<file path="config.mk">
export PLATFORM = sky130hd
export DESIGN_NAME = core_reset_done_ctrl
export DESIGN_NICKNAME = d
export VERILOG_FILES = /design/src/rtl/core_reset_done_ctrl.sv
export SDC_FILE = /design/constraint.sdc
export NUM_CORES = 1
export LEC_CHECK = 0
export BUFFER_PORTS_ARGS = -buffer_cell sky130_fd_sc_hd__buf_4
export CORE_UTILIZATION = 45
export DETAILED_ROUTE_END_ITERATION = 8
export PLACE_DENSITY = 0.68
export SYNTH_ARGS = -nofsm -noshare
export SYNTH_HDL_FRONTEND = slang
export SYNTH_SLANG_ARGS = --single-unit
</file>
<file path="constraint.sdc">
create_clock -name clk -period 2.4 [get_ports clk]
set_input_delay 0.36 -clock clk [delete_from_list [all_inputs] [get_ports clk]]
set_output_delay 0.36 -clock clk [all_outputs]
set_load 0.02 [all_outputs]
</file>
<file path="src/rtl/core_reset_done_ctrl.sv">
// Multi-core reset sequencer: lock-qualified staggered release,
// sticky per-core done collection and run-cycle accounting.
module core_reset_done_ctrl #(
  parameter int NUM_CORES      = 4,
  parameter int SYNC_STAGES    = 2,
  parameter int RST_PIPE_DEPTH = 6,
  parameter int STAGGER_CYCLES = 4,
  parameter int LOCK_WAIT      = 16,
  parameter int CNT_WIDTH      = 32
) (
  input  logic                 clk,
  input  logic                 reset,
  input  logic                 i_locked,
  input  logic [NUM_CORES-1:0] i_core_done,
  input  logic                 i_restart,
  output logic [NUM_CORES-1:0] o_core_reset,
  output logic [NUM_CORES-1:0] o_done_mask,
  output logic                 o_done_all,
  output logic [CNT_WIDTH-1:0] o_run_cycles,
  output logic [2:0]           o_state
);

  typedef enum logic [2:0] {
    S_HOLD      = 3'd0,
    S_LOCK_WAIT = 3'd1,
    S_RELEASE   = 3'd2,
    S_RUN       = 3'd3,
    S_DONE      = 3'd4
  } state_e;

  localparam int REL_LAST = (NUM_CORES - 1) * STAGGER_CYCLES;
  localparam int RW = (REL_LAST > 0) ? $clog2(REL_LAST + 1) : 1;
  localparam int WW = $clog2(LOCK_WAIT + 1);

  logic [SYNC_STAGES-1:0] rst_sync_q;
  logic [SYNC_STAGES-1:0] lock_sync_q;
  logic                   rst_int;
  logic                   lock_s;

  always_ff @(posedge clk or posedge reset) begin
    if (reset) rst_sync_q <= '1;
    else       rst_sync_q <= {rst_sync_q[SYNC_STAGES-2:0], 1'b0};
  end

  assign rst_int = rst_sync_q[SYNC_STAGES-1];

  always_ff @(posedge clk or posedge rst_int) begin
    if (rst_int) lock_sync_q <= '0;
    else         lock_sync_q <= {lock_sync_q[SYNC_STAGES-2:0], i_locked};
  end

  assign lock_s = lock_sync_q[SYNC_STAGES-1];

  state_e                 state_q, state_d;
  logic [WW-1:0]          wait_q, wait_d;
  logic [RW-1:0]          rel_cnt_q, rel_cnt_d;
  logic [NUM_CORES-1:0]   done_r_q, done_r_d;
  logic [NUM_CORES-1:0]   mask_q, mask_d;
  logic                   done_all_q, done_all_d;
  logic [CNT_WIDTH-1:0]   run_q, run_d;
  logic [NUM_CORES-1:0]   rel;
  logic                   lw_entry;
  logic                   clr_entry;

  logic [RST_PIPE_DEPTH-1:0][NUM_CORES-1:0] pipe_q;

  always_comb begin
    rel = '0;
    for (int k = 0; k < NUM_CORES; k++) begin
      if (state_q == S_RUN || state_q == S_DONE)
        rel[k] = 1'b1;
      else if (state_q == S_RELEASE)
        rel[k] = int'(rel_cnt_q) >= k * STAGGER_CYCLES;
    end
  end

  // Preset asynchronously so cores enter reset without a running clock.
  always_ff @(posedge clk or posedge rst_int) begin
    if (rst_int) begin
      pipe_q <= '1;
    end else begin
      pipe_q[0] <= ~rel;
      for (int i = 1; i < RST_PIPE_DEPTH; i++)
        pipe_q[i] <= pipe_q[i-1];
    end
  end

  assign o_core_reset = pipe_q[RST_PIPE_DEPTH-1];

  always_comb begin
    state_d = state_q;
    unique case (state_q)
      S_HOLD:      if (lock_s) state_d = S_LOCK_WAIT;
      S_LOCK_WAIT: if (int'(wait_q) >= LOCK_WAIT - 1) state_d = S_RELEASE;
      S_RELEASE:   if (int'(rel_cnt_q) + 1 >= REL_LAST) state_d = S_RUN;
      S_RUN: begin
        if (i_restart)       state_d = S_LOCK_WAIT;
        else if (done_all_q) state_d = S_DONE;
      end
      S_DONE:      if (i_restart) state_d = S_LOCK_WAIT;
      default:     state_d = S_HOLD;
    endcase
    if (!lock_s && state_q != S_HOLD) state_d = S_HOLD;

    lw_entry  = (state_d == S_LOCK_WAIT) && (state_q != S_LOCK_WAIT);
    clr_entry = (state_d != state_q) &&
                (state_d == S_HOLD || state_d == S_LOCK_WAIT);

    wait_d    = (state_q == S_LOCK_WAIT) ? wait_q + 1'b1 : '0;
    rel_cnt_d = (state_q == S_RELEASE) ? rel_cnt_q + 1'b1 : '0;

    run_d = run_q;
    if (lw_entry)
      run_d = '0;
    else if ((state_q == S_RELEASE || state_q == S_RUN) && run_q != '1)
      run_d = run_q + 1'b1;

    done_r_d   = i_core_done;
    mask_d     = mask_q | (done_r_q & ~o_core_reset);
    done_all_d = &mask_q;
    if (clr_entry) begin
      mask_d     = '0;
      done_all_d = 1'b0;
    end
  end

  always_ff @(posedge clk or posedge rst_int) begin
    if (rst_int) begin
      state_q    <= S_HOLD;
      wait_q     <= '0;
      rel_cnt_q  <= '0;
      done_r_q   <= '0;
      mask_q     <= '0;
      done_all_q <= 1'b0;
      run_q      <= '0;
    end else begin
      state_q    <= state_d;
      wait_q     <= wait_d;
      rel_cnt_q  <= rel_cnt_d;
      done_r_q   <= done_r_d;
      mask_q     <= mask_d;
      done_all_q <= done_all_d;
      run_q      <= run_d;
    end
  end

  assign o_done_mask  = mask_q;
  assign o_done_all   = done_all_q;
  assign o_run_cycles = run_q;
  assign o_state      = state_q;

endmodule

</file>
Word-level counts from Yosys, hierarchy flattened
Index checks and enable logic that the tools add are counted.

Register bits: 81. Bits of input ports: 8. Logic and storage cells: 71.

$add $sub $neg: 4. Order comparisons: 5. Equality and inequality tests: 8. Muxes and demuxes: 22. Bitwise operators: 4. Reductions and logical operators: 13.

Operators by type and width (count): 32-bit two-way mux (2); 32-bit by 1-bit adder with 32-bit output, second input constant (1); 32-bit != test, second input constant (1); 3-bit two-way mux (7); 3-bit one-hot mux with 5 select lines (1); 5-bit by 4-bit >= comparator with 1-bit output, second input constant (2); 1-bit two-way mux (9); 4-bit >= comparator, second input constant (2); 4-bit two-way mux (2); 4-bit inverter (2); 3-bit by 1-bit equality test with 1-bit output, second input constant (2); 3-bit by 2-bit equality test with 1-bit output, second input constant (2); 3-bit logical NOT (2); 4-bit by 1-bit adder with 5-bit output, second input constant (1); 5-bit by 1-bit adder with 5-bit output, second input constant (1); 5-bit two-way mux (1); 4-bit by 1-bit adder with 4-bit output, second input constant (1); 4-bit AND (1); 4-bit by 3-bit >= comparator with 1-bit output, second input constant (1); 1-bit logical AND (4); 4-bit OR (1); 4-bit AND reduction (1); 3-bit equality test, second input constant (1); 1-bit logical OR (3); other kinds (5) (5).

Depth between registers and ports, before layout
Gate-level depths: netlist (run 1).

Depth in word-level cells: 9. Depth in mapped cells: 8. Depth with buffers taken out: 7.

Least setup slack after synthesis (run 1)
OpenSTA, ideal clock, no wires.

Path type: reg2reg. Start: register run_q[1], in the netlist o_run_cycles[1]. End: register run_q[3], in the netlist o_run_cycles[3]. Arrival time: 2.042 ns. Required time: 2.276 ns. Setup slack: 0.233 ns. Cell stages (with the launch flop): 8. Buffers on the path: 1. Clock period less this slack: 2.167 ns. Cells stage by stage: dfrtp_1 > ha_1 > nand4_1 > or4_4 > nor3_4 > buf_6 > or3_2 > a21oi_2.

Word-level cells in the longest chain between the ends: 3.

RTL lines: start: declaration (RTL line 60) `logic [CNT_WIDTH-1:0] run_q, run_d;`; start signal: assignment (RTL line 143) `run_q <= run_d;`; 32-bit by 1-bit adder with 32-bit output or 32-bit != test (tied branches) (RTL line 116, 115); 32-bit two-way mux or 1-bit logical AND (tied branches) (RTL line 115) `else if ((state_q == S_RELEASE || state_q == S_RUN) && run_q != '1)`; 32-bit two-way mux or 2-bit nonzero test (tied branches).

Several ways; a longest one is shown, not always the timed one. The select of a mux whose other input is x is not followed. A chain may end at the register's enable or synchronous reset.

Worst setup path after layout (run 1)
Start: register run_q[0], in the netlist o_run_cycles[0]. End: register run_q[13], in the netlist o_run_cycles[13].

The elaborated chain is that of the path after synthesis.

==> results of run 1 <==
worst max path at each step:
stage / cells after the start / end / start
after CTS: 6 / o_run_cycles[13]$_DFFE_PP0P_ / o_run_cycles[0]$_DFFE_PP0P_
final: 6 / o_run_cycles[13]$_DFFE_PP0P_ / o_run_cycles[0]$_DFFE_PP0P_
after floorplan: 1 / done_r_q[0]$_DFF_PP0_ / rst_sync_q[1]$_DFF_PP1_
after global routing: 5 / o_run_cycles[27]$_DFFE_PP0P_ / o_run_cycles[20]$_DFFE_PP0P_
after detailed placement: 6 / o_run_cycles[13]$_DFFE_PP0P_ / o_run_cycles[0]$_DFFE_PP0P_
after global placement: 6 / o_run_cycles[5]$_DFFE_PP0P_ / o_run_cycles[1]$_DFFE_PP0P_
cell type report:
| type | instances | area share (%) |
|---|---|---|
| clock buffer | 10 | 3.31 |
| clock inverter | 6 | 1.20 |
| inverter | 12 | 1.00 |
| multi-input combinational | 228 | 34.1 |
| sequential | 81 | 45.8 |
| tap | 102 | 2.84 |
| timing repair buffer | 67 | 11.7 |
cells by family (layout without fill, tap and decap cells):
| logic type | after synthesis | count (layout) | share of synthesized area, % |
|---|---|---|---|
| DFF | 81 | 81 | 55.1 |
| other | 1 | 1 | 0.100 |
| and+or+nand+nor | 137 | 137 | 22.4 |
| AOI/OAI and AO/OA | 71 | 71 | 13.4 |
| buffers and inverters | 28 | 95 | 3.92 |
| adders and majority gates | 5 | 5 | 1.68 |
| xor gates and xnor gates | 14 | 14 | 3.28 |
stage by stage:
step           power [W]  hold WS [ns]
3_5_place_dp     0.00151         0.340
2_1_floorplan    0.00147         0.272
5_1_grt          0.00259        0.0190
6_report         0.00248        0.0185
3_3_place_gp     0.00151         0.335
4_1_cts          0.00252       0.00505
synth_stat cells, types with 3 or more instances:
| master | count | share of area [%] |
|---|---|---|
| nor3_1 | 5 | 0.67 |
| buf_2 | 4 | 0.54 |
| nand2b_1 | 3 | 0.50 |
| or3_2 | 3 | 0.60 |
| inv_1 | 12 | 1.2 |
| buf_4 | 5 | 1.0 |
| or4_1 | 4 | 0.80 |
| dfrtp_1 | 55 | 37 |
| nor3b_1 | 3 | 0.60 |
| nand2_1 | 19 | 1.9 |
| o21ai_1 | 3 | 0.40 |
| dfstp_2 | 26 | 18 |
| a21oi_2 | 9 | 2.1 |
| o31ai_1 | 6 | 1.2 |
| or3_1 | 11 | 1.8 |
| nand3_1 | 10 | 1.3 |
| ha_1 | 5 | 1.7 |
| and2_1 | 3 | 0.50 |
| o21ai_0 | 10 | 1.3 |
| xor2_1 | 4 | 0.94 |
| xnor2_1 | 10 | 2.3 |
| nand4_1 | 13 | 2.2 |
| and4_1 | 5 | 1.2 |
| nor2_1 | 30 | 3.0 |
| a31oi_1 | 4 | 0.67 |
| clkbuf_1 | 5 | 0.50 |
| and3_1 | 5 | 0.84 |
| a21oi_1 | 20 | 2.7 |
report_power, final:
group	switching, W	leakage [nW]	internal, W
clock	0.000540	0.101	0.000459
sequential	0.00000828	1.02	0.00138
combinational	0.0000619	0.831	0.0000308
total	0.000610	1.96	0.00187
routing by layer:
metal	vias up	global-route usage, %	wire [um]
met5	-	0	0
met4	0	5.51	97
met3	13	5.20	308
met2	63	33.6	4060
met1	1398	25.6	3510
li1	1352	-	-
state kept, by name (all words and copies together), names as in the netlist, 2 cells and up:
name          count
o_core_reset      4
o_done_mask       4
wait_q            5
done_r_q          4
rst_sync_q        2
lock_sync_q       2
o_state           3
o_run_cycles     32
rel_cnt_q         4
pipe_q           20
==> impl_metrics.json, run 1 <==
{
  "status": "completed",
  "fin_cells": 506,
  "cts_setup_buffers": 0,
  "grt_first_pass_wirelength_mm": 13.4,
  "die_w_um": 93.1,
  "crit_chain": "ha_1 -> nand4_1 -> or4_4 -> o31ai_4 -> or3_1 -> a21oi_1",
  "drive_gt1_share_pct": 34.9,
  "cts_resized": 0,
  "cts_sinks": 81,
  "synth-async-reset-ratio_pct": 100,
  "ant_nets": 0,
  "period_share_pct": 91.4,
  "timing.rr.end": "o_run_cycles[13]$_DFFE_PP0P_",
  "vias": 2826,
  "fp-row-count": 32,
  "worst_slew_pin_slew_ns": 0.549,
  "crit_type": "reg2reg",
  "critical_path.max_stage_delay_ns": 0.59,
  "overflow": 0,
  "gp_congestion": 0.820,
  "insertion_delay_ns": 0.36,
  "pre_cts_slack_ns": 0.248,
  "final_nets": 412,
  "seq_area_um2": 2060,
  "cts_tree": "yes",
  "drt-initial-drc-count": 100,
  "nFillCells": 697,
  "path_buf_inv": 0,
  "ys_seq_area_share_pct": 55.1,
  "core_um2": 7890,
  "crit_required_ns": 2.64,
  "clkTransAtPathRegs_ns": 0.08,
  "fin_skew_ns": 0.00822,
  "crit_path_end_kind": "register",
  "cp_max_fo": 5,
  "grt_pass1_vias": 2718,
  "cts_max_level": 3,
  "leakage_nw": 1.96,
  "p_per_area_nw_per_um2": 551,
  "die_h_um": 93.1,
  "final_util_pct": 57.0,
  "start_util_pct": 47.4,
  "clockBufferDepth": 2,
  "reg2regPathDepth": 6,
  "hold_class": "in2async",
  "finalSetupViolations": 0,
  "synth_warnings": 0,
  "multi_input_area_um2": 1540,
  "hpwl_mm": 5.55,
  "final_cell_area_um2": 4500,
  "hold_viol": 0,
  "boundaryPins": 52,
  "synthCells": 337,
  "dp_cells": 490,
  "synth_edf_count": 0,
  "grt_max_degree": 80,
  "cp-start-kind": "register",
  "cpMaxStageDelayCell": "or4_4",
  "place_area_um2": 4300,
  "wl_per_cell_um": 15.8,
  "synthToLayoutAreaGrowth_pct": 20.4,
  "cts_buffers": 9,
  "peakVddDrop_mv": 0.358,
  "final_cell_mix": "buf_4, dfrtp_1, nor2_1",
  "grt_usage_pct": 20.0,
  "r2r_slack_ns": 0.21,
  "syn_avg_cell_area_um2": 11.1,
  "wirelength_mm": 7.98,
  "drtPass1Iterations": 4,
  "crit_family": "simple AND/OR/NAND/NOR gates",
  "synthesis.nets": 350,
  "die_area_um2": 8670,
  "antenna_found_initial": 0,
  "cts_root_buf": "clkbuf_8",
  "synth-seq-cells": 81,
  "cts_hold_buffers": 0,
  "r2r_start": "o_run_cycles[0]$_DFFE_PP0P_",
  "worst_slack_ns": 0.206,
  "final_common_cell": "buf_4",
  "ys.flop_type": "dfrtp_1",
  "timing.setup.tns_ns": 0,
  "rsz0062_at_grt": "no",
  "synth.distinct_cells": 61,
  "maxCapViolCount": 0,
  "crit_arrival_ns": 2.43,
  "clock.fmax_mhz": 456,
  "relSlewSlack_pct": 63.4,
  "drcViolationCount": 0,
  "synth_area_um2": 3730,
  "layout_min_cycle_time_ns": 2.19,
  "via_per_inst": 5.58,
  "antenna_cells": 0,
  "io_buffers": 51,
  "finalMaxSlewViolations": 0
}
No activity file was read; power rests on OpenSTA's default activity.
==> inputs of run 2 (changes only) <==
- CORE_UTILIZATION: 45 -> 40
- PLACE_DENSITY: 0.68 -> default
==> run 2 against run 1 <==
Compared with the run above: first-iteration DRC count grew 34%; design area up 2.3%; flip-flop and latch count is the same; critical endpoint is now o_run_cycles[5]$_DFFE_PP0P_; die area is 12% higher; total power increased by 0.41%.
==> impl_metrics.json, run 2 (synthesis gave the netlist of run 1 again) <==
{
  "clockBufferDepth": 2,
  "path_buf_inv": 0,
  "critical_path.max_stage_delay_ns": 0.61,
  "grt_max_degree": 36,
  "wirelength_mm": 8.20,
  "maxCapViolCount": 0,
  "core_um2": 8890,
  "p_per_area_nw_per_um2": 541,
  "drive_gt1_share_pct": 36.6,
  "final_cell_mix": "buf_4, dfrtp_1, nor2_1",
  "hpwl_mm": 5.66,
  "antenna_cells": 0,
  "crit_family": "simple AND/OR/NAND/NOR gates",
  "drtPass1Iterations": 4,
  "cts_max_level": 3,
  "crit_chain": "ha_1 -> nand4_1 -> or4_4 -> o311ai_1 -> xor2_1 -> nor2_1",
  "cpMaxStageDelayCell": "or4_4",
  "die_h_um": 98.6,
  "grt_first_pass_wirelength_mm": 14.2,
  "cts_sinks": 81,
  "crit_type": "reg2reg",
  "vias": 2877,
  "rsz0062_at_grt": "no",
  "cts_root_buf": "clkbuf_8",
  "final_nets": 423,
  "overflow": 0,
  "hold_class": "in2reg",
  "cp_max_fo": 5,
  "final_util_pct": 51.8,
  "grt_usage_pct": 18.5,
  "cts_buffers": 9,
  "largest_register_ffs": 32,
  "start_util_pct": 42.0,
  "layout_min_cycle_time_ns": 2.23,
  "crit_required_ns": 2.65,
  "insertion_delay_ns": 0.36,
  "crit_path_end_kind": "register",
  "finalMaxSlewViolations": 0,
  "relSlewSlack_pct": 58.9,
  "ant_nets": 0,
  "worst_slew_pin_slew_ns": 0.615,
  "gp_congestion": 0.805,
  "clock.fmax_mhz": 448,
  "via_per_inst": 5.50,
  "timing.setup.tns_ns": 0,
  "fin_skew_ns": 0.0139,
  "antenna_found_initial": 0,
  "fp-row-count": 34,
  "final_common_cell": "buf_4",
  "die_area_um2": 9730,
  "cts_tree": "yes",
  "drt-initial-drc-count": 134,
  "io_buffers": 51,
  "die_w_um": 98.6,
  "wl_per_cell_um": 15.7,
  "cp-start-kind": "register",
  "clkTransAtPathRegs_ns": 0.10,
  "hold_viol": 0,
  "period_share_pct": 93.0,
  "grt_pass1_vias": 2821,
  "boundaryPins": 52,
  "peakVddDrop_mv": 0.348,
  "finalSetupViolations": 0,
  "crit_arrival_ns": 2.48,
  "drcViolationCount": 0,
  "status": "completed",
  "synthToLayoutAreaGrowth_pct": 23.2,
  "leakage_nw": 2.02,
  "r2r_slack_ns": 0.17
}
## run 2: cell count changes in the layout (fill, tap and decap cells not counted)
cell | before | now
inv_8 | 1 | 3
clkinv_8 | 0 | 2
buf_4 | 65 | 75
o2111ai_1 | 2 | 1
inv_6 | 3 | 1
dlygate4sd3_1 | 0 | 1
clkinvlp_4 | 1 | 0
clkbuf_16 | 1 | 0
o2111ai_2 | 0 | 1
## run 2: layer usage
metal	vias up	share of wire [%]	GRT usage, %	routed length (um)
li1	1375	-	-	-
met1	1418	49	27.1	4020
met2	74	45	27.1	3670
met3	10	4.8	3.55	390
met4	0	1.4	6.89	112
met5	-	0	0	0
## run 2: report_power, final
part           switching, W  total (W)  internal (W)
logic             0.0000626  0.0000953     0.0000327
clock network      0.000585    0.00101      0.000420
registers        0.00000929    0.00139       0.00138
total              0.000657    0.00249       0.00183
## run 2: cell type report
class / instances / area [um2]
timing repair buffer: 78 / 613
fill: 799 / 4290
tap: 108 / 135
multi-input combinational: 228 / 1540
inverter: 12 / 45.0
clock buffer: 9 / 124
clock inverter: 7 / 83.8
sequential: 81 / 2060
## run 2: timing repair
action | CTS | global route
buffers inserted | 0 | 3
hold buffers | 1 | 0
gates resized for setup | 0 | 1
hold endpoints to repair | 2 | 0
endpoints found under the setup margin | 0 | 7
## run 2: path summary, 6_finish.rpt
kind | start | end | cells after the start
setup reg to reg | o_run_cycles[0]$_DFFE_PP0P_ | o_run_cycles[5]$_DFFE_PP0P_ | 6
min in group asynchronous | rst_sync_q[1]$_DFF_PP1_ | wait_q[4]$_DFF_PP0_ | 1
setup / recovery | o_run_cycles[0]$_DFFE_PP0P_ | o_run_cycles[5]$_DFFE_PP0P_ | 6
hold reg to reg | rst_sync_q[1]$_DFF_PP1_ | wait_q[4]$_DFF_PP0_ | 1
hold / removal | i_core_done[3] | done_r_q[3]$_DFF_PP0_ | 1
max in group asynchronous | rst_sync_q[1]$_DFF_PP1_ | pipe_q[9]$_DFF_PP1_ | 2
## run 2: through the flow
step / instances / total power (W) / worst slack (ns) / instance area (um2) / hold WS [ns]
global placement: 503 / 0.00151 / 0.145 / 4360 / 0.339
floorplan: 337 / 0.00147 / 0.0769 / 3730 / 0.272
global route: 523 / 0.00260 / 0.0501 / 4600 / 0.0714
detailed placement: 503 / 0.00151 / 0.0751 / 4360 / 0.347
finish: 523 / 0.00249 / 0.168 / 4600 / 0.100
CTS: 520 / 0.00253 / 0.0311 / 4570 / 0.0861
